<file path="src/rtl/if_pc_fetch.sv">
`default_nettype none
// ============================================================================
// Module      : if_pc_fetch
// Description : Instruction-fetch stage. Owns the PC, picks the next PC
//               (sequential / branch / jump / JR / exception), runs the
//               instruction-memory request/ready handshake and presents the
//               fetched word to IF_ID. Memory wait states and hazard stalls
//               are absorbed without losing or duplicating instructions.
//               Optional macro IF_IRQ_EN adds a level IRQ input and an EPC
//               output.
// Revision    : 1.0 - initial release
// ============================================================================
module if_pc_fetch #(
    parameter logic [31:0] RESET_PC   = 32'h0000_0000,
    parameter logic [31:0] EXC_VECTOR = 32'h8000_0004,
    parameter logic [31:0] IRQ_VECTOR = 32'h8000_0008
) (
    input  logic        clk,
    input  logic        rst,
    input  logic        Stall,
    input  logic        Branch_Taken,
    input  logic [31:0] Branch_Target,
    input  logic        Jump,
    input  logic [31:0] Jump_Target,
    input  logic        JR,
    input  logic [31:0] JR_Target,
    input  logic        Exception,
`ifdef IF_IRQ_EN
    input  logic        IRQ,
    output logic [31:0] EPC,
`endif
    output logic        IM_Req,
    output logic [31:0] IM_Addr,
    input  logic        IM_Ready,
    input  logic [31:0] IM_Rdata,
    output logic [31:0] IF_PC,
    output logic [31:0] IF_Instruction,
    output logic        IF_Flush
);

    typedef enum logic [1:0] {
        ST_FETCH   = 2'd0,
        ST_HOLD    = 2'd1,
        ST_DISCARD = 2'd2
    } state_t;

    state_t      state_q, state_d;
    logic [31:0] pc_q, pc_d;
    logic [31:0] buf_q, buf_d;
    logic [31:0] redirect_pc_q, redirect_pc_d;

    logic        w_redirect;
    logic [31:0] w_target_raw;
    logic [31:0] w_target;
    logic [31:0] w_pc_plus4;
    logic        w_fetch_hit;
    logic        w_valid;

`ifdef IF_IRQ_EN
    logic [31:0] epc_q, epc_d;
    logic        w_irq_take;

    // An IRQ coinciding with an exception is dropped; the exception wins.
    assign w_irq_take = IRQ & ~Exception;
    assign EPC        = epc_q;
`else
    // IRQ_VECTOR has no consumer without the interrupt option.
    logic w_unused_irq_vector;
    assign w_unused_irq_vector = ^IRQ_VECTOR;
`endif

    // Redirect source and target selection, highest priority first.
    always_comb begin
        w_redirect   = 1'b1;
        w_target_raw = 32'h0;
        if (Exception) begin
            w_target_raw = EXC_VECTOR;
`ifdef IF_IRQ_EN
        end else if (w_irq_take) begin
            w_target_raw = IRQ_VECTOR;
`endif
        end else if (JR) begin
            w_target_raw = JR_Target;
        end else if (Jump) begin
            w_target_raw = Jump_Target;
        end else if (Branch_Taken) begin
            w_target_raw = Branch_Target;
        end else begin
            w_redirect   = 1'b0;
        end
    end

    // Word-align every redirect target.
    assign w_target    = w_target_raw & ~32'h3;
    // Natural 32-bit wrap: FFFF_FFFC + 4 -> 0.
    assign w_pc_plus4  = pc_q + 32'd4;
    assign w_fetch_hit = (state_q == ST_FETCH) & IM_Ready;
    assign w_valid     = ~rst & (w_fetch_hit | (state_q == ST_HOLD));

    // Memory-side and IF_ID-side outputs; reset forces an idle bus and a bubble.
    always_comb begin
        IM_Req         = ~rst & (state_q != ST_HOLD);
        IM_Addr        = pc_q;
        IF_PC          = 32'h0;
        IF_Instruction = 32'h0;
        if (w_valid) begin
            IF_PC          = w_pc_plus4;
            IF_Instruction = w_fetch_hit ? IM_Rdata : buf_q;
        end
        IF_Flush = rst | w_redirect | (~Stall & ~w_valid);
    end

    // Next-state logic for the FETCH / HOLD / DISCARD controller.
    always_comb begin
        state_d       = state_q;
        pc_d          = pc_q;
        buf_d         = buf_q;
        redirect_pc_d = redirect_pc_q;
`ifdef IF_IRQ_EN
        epc_d         = epc_q;
        // The interrupted instruction is the one the PC (or pending redirect) names.
        if (w_irq_take) begin
            epc_d = (state_q == ST_DISCARD) ? redirect_pc_q : pc_q;
        end
`endif
        case (state_q)
            ST_FETCH: begin
                if (IM_Ready) begin
                    if (w_redirect) begin
                        pc_d = w_target;
                    end else if (!Stall) begin
                        pc_d = w_pc_plus4;
                    end else begin
                        buf_d   = IM_Rdata;
                        state_d = ST_HOLD;
                    end
                end else if (w_redirect) begin
                    // Address must stay put until memory completes; park the target.
                    redirect_pc_d = w_target;
                    state_d       = ST_DISCARD;
                end
            end
            ST_HOLD: begin
                if (w_redirect) begin
                    pc_d    = w_target;
                    state_d = ST_FETCH;
                end else if (!Stall) begin
                    pc_d    = w_pc_plus4;
                    state_d = ST_FETCH;
                end
            end
            ST_DISCARD: begin
                if (w_redirect) begin
                    redirect_pc_d = w_target;
                end
                if (IM_Ready) begin
                    pc_d    = w_redirect ? w_target : redirect_pc_q;
                    state_d = ST_FETCH;
                end
            end
            default: begin
                state_d = ST_FETCH;
            end
        endcase
    end

    // State registers with synchronous reset.
    always_ff @(posedge clk) begin
        if (rst) begin
            state_q       <= ST_FETCH;
            pc_q          <= RESET_PC;
            buf_q         <= 32'h0;
            redirect_pc_q <= 32'h0;
`ifdef IF_IRQ_EN
            epc_q         <= 32'h0;
`endif
        end else begin
            state_q       <= state_d;
            pc_q          <= pc_d;
            buf_q         <= buf_d;
            redirect_pc_q <= redirect_pc_d;
`ifdef IF_IRQ_EN
            epc_q         <= epc_d;
`endif
        end
    end

endmodule
`default_nettype wire

</file>
<file path="config.mk">
export PLATFORM = sky130hd
export DESIGN_NAME = if_pc_fetch
export DESIGN_NICKNAME = d
export VERILOG_FILES = /design/src/rtl/if_pc_fetch.sv
export SDC_FILE = /design/constraint.sdc
export NUM_CORES = 1
export LEC_CHECK = 0
export ABC_AREA = 1
export CAP_MARGIN = 5
export CORE_ASPECT_RATIO = 1.4
export CORE_MARGIN = 2
export CORE_UTILIZATION = 35
export CTS_CLUSTER_DIAMETER = 40
export CTS_CLUSTER_SIZE = 16
export DETAILED_ROUTE_END_ITERATION = 16
export PLACE_DENSITY = 0.68
export SLEW_MARGIN = 40
export SYNTH_ARGS = -nofsm -noshare
export SYNTH_HDL_FRONTEND = slang
export SYNTH_SLANG_ARGS = --single-unit
</file>
<file path="constraint.sdc">
create_clock -name clk -period 1.8 [get_ports clk]
set_input_delay 0.45 -clock clk [delete_from_list [all_inputs] [get_ports clk]]
set_output_delay 0.45 -clock clk [all_outputs]
set_load 0.02 [all_outputs]
</file>
==> results.toml <==
[outcome]
status = "complete, but fails checks"
violations = "negative setup slack"

[placement]
dp_slack_ns = -0.9273
port_buffers = 227
placed_area_sq_um = 10180
place_congestion = 0.9041
dpl.hpwl_mm = 17.42

[drt]
routed-via-count = 8510
dr.pass1.iters = 6
drt-total-wl_mm = 26.81
wire_per_inst_um = 15.36
viasPerCell = 4.877
dr.first_iter.drc_count = 579
drc = 0
ant_nets = 0

[logic_synthesis]
yosysTopAreaCell = "dfxtp_1"
synth_edf_count = 0
synthTopCellsByArea = "dfxtp_1 31%, nand2_1 27%, nor2_1 9.9%, a21oi_1 7.9%, o21ai_0 4.6%"
ys_seq_area_share_pct = 30.68
synthTopCellsByCount = "459 x nand2_1, 168 x nor2_1, 101 x a21oi_1"
syn_avg_cell_area_sq_um = 5.649
ys_ff_latch = 98
yosysMostFrequentCell = "nand2_1"
synth_ff_type = "dfxtp_1"
synth_nets = 1269
yosysWarnings = 0
postSynthCellCount = 1132
synth_top_cell_area_share_pct = 30.68
synthesis.area_sq_um = 6395
ys_types = 33
postSynth.asyncResetShare_pct = 0

[power_and_ir_drop]
ir_drop_mv = 0.4872
cellLeakagePower_nw = 5.650
power.total_mw = 6.421
power_density_nw_per_um2 = 532.9

[grt]
grt_pass1_wl_mm = 39.53
use_met2_pct = 46.69
use_met1_pct = 28.32
use_met3_pct = 3.646
grt-ovfl-total = 0
grt_pass1_vias = 7866
grtUsageTotal_pct = 25.30
antenna_found_initial = 0
grt_max_degree = 62
grt_busiest_layer = "met2"

[timing]
setup_viol = 66
drv_slew = 0
fin_tns_setup_ns = -31.00
period_needed_ns = 2.466
fmax_mhz = 405.4
setup_slack_ns = -0.6664
rsz0062_at_grt = "yes"
tightest_slew_ns = 0.6570
relSlewSlack_pct = 56.20
min_period_over_period_pct = 137.0
fin_skew_ns = 0.01255
hold_viol = 0

[floorplanning]
die_h_um = 163.9
num_io_pins = 234
die_w_um = 118.2
dieArea_sq_um = 19380
fp.coreArea_sq_um = 17920
start_util_pct = 35.68
num_rows = 58

[setup_path]
worstSetupEndpoint = "IF_PC[14]"
crit_required_ns = 1.35
r2r_start = "IM_Addr[2]"
reg2reg_depth = 12
r2r_slack_ns = -0.08
path_cells = "ha_4, nand2_4, nor2_4, nand2_4, nor2_4, buf_6, xor2_4, inv_2, nor2_4, buf_6"
worst_r2r_endpoint = "IM_Addr[18]"
crit_path_end_kind = "primary output"
crit_top_cell = "nor2_4"
worstSetupPathType = "reg2out"
start_kind = "register"
cp_max_fo = 4
arrival_ns = 2.02
cpMaxStageDelayCell = "dfxtp_4"
critPathLaunch = "IM_Addr[2]"
max_stage_delay_ns = 0.38

[hold_path]
hold_class = "reg2reg"

[clock_tree]
cts.reportedPaths.clkPinSlew_ns = 0.07
tritoncts = "done"
cts_htree_levels = 3
cts_buffers = 9
clkSinkCount = 98
cts-root-buf = "clkbuf_16"
clk_path_buf_depth = 2
clk_latency_ns = 0.35

[job]
cap_violations = 0

[finish]
num_antenna_cells = 0
areaGrowthSynthToFinish_pct = 88.42
fin_nets = 1638
fin_area_sq_um = 12050
drive_above_1_share_pct = 33.36
utilization_pct = 67.22
==> final cells by class <==
cell class,instances,area (sq um)
sequential,98,1994
clock buffer,10,229.0
multi-input combinational,888,4803
clock inverter,5,88.84
fill,1517,5876
tap,240,300.3
inverter,85,341.6
timing repair buffer,419,4292
==> worst max-delay path: cells and delay by family (launching register included) <==
family	cells	cell delay, ns
adder cells (fa/ha/maj)	1	0.14
XOR/XNOR	1	0.18
AND/OR/NAND/NOR	5	0.62
flip-flops	1	0.38
buffers and inverters	3	0.34
==> registers in the layout, summed over array words and instances (netlist names) <==
| signal | cells |
|---|---|
| IM_Addr | 32 |
| buf_q | 32 |
| redirect_pc_q | 32 |
| state_q | 2 |
==> placed cells by master, fill, tap and decap left out, types with 5 or more instances in the layout <==
master,count
nand2_2,45
nand3b_1,10
a21oi_2,8
dfxtp_1,82
nor2_1,135
nand3_1,14
clkbuf_16,11
inv_1,43
dlygate4sd2_1,34
o21ai_0,54
nor2_4,31
o21ai_1,11
buf_12,21
nand2b_1,5
buf_16,7
a21oi_4,10
a21oi_1,84
dfxtp_2,11
or2_2,6
inv_2,39
dfxtp_4,5
nand2_1,382
xor2_4,5
nor2_2,11
buf_4,136
buf_6,88
clkdlybuf4s50_1,124
nand2_4,37
==> how the worst min path moves through the flow <==
stage                      startpoint                end  slack [ns]  depth (start not counted)
detailed placement   redirect_pc_q[0]   redirect_pc_q[0]        0.44                          2
floorplan            redirect_pc_q[0]   redirect_pc_q[0]        0.43                          2
global placement     redirect_pc_q[1]   redirect_pc_q[1]        0.44                          2
global route        redirect_pc_q[29]  redirect_pc_q[29]        0.48                          2
finish               redirect_pc_q[1]   redirect_pc_q[1]        0.46                          2
CTS                  redirect_pc_q[0]   redirect_pc_q[0]        0.45                          2
==> per-stage QoR <==
stage	instances	hold slack [ns]
2_1_floorplan	1132	0.4251
3_3_place_gp	1673	0.4382
3_5_place_dp	1673	0.4351
4_1_cts	1732	0.4465
5_1_grt	1745	0.4791
6_report	1745	0.4606
==> routing by layer <==
layer / share of wire (%) / wire length [um]
met1: 38 / 10310
met5: 0 / 0
met2: 52 / 13970
met3: 4.8 / 1300
met4: 4.6 / 1234
==> cells by family after synthesis <==
kind of cell | count (synthesis) | share of synthesized area [%]
xor gates and xnor gates | 13 | 1.780
and+or+nand+nor | 693 | 43.24
buffers and inverters | 146 | 9.392
AOI/OAI and AO/OA | 181 | 14.71
adders and majority gates | 1 | 0.1956
DFF | 98 | 30.68
==> timing repair <==
action / in CTS / in global routing
gates cloned: 10 / 3
setup endpoints to repair: 142 / 134
resized for setup: 554 / 149
hold buffers: 0 / 0
buffers inserted: 35 / 19
endpoints found under the hold margin: 0 / 0
pin swaps: 29 / 60
==> power by group <==
part,switching [mW],internal (mW),total [mW]
Clock,0.876,1.23,2.11
Sequential,0.0674,2.26,2.33
Combinational,1.00,0.981,1.98
Total,1.95,4.47,6.42
(Power assumes the default switching activity.)
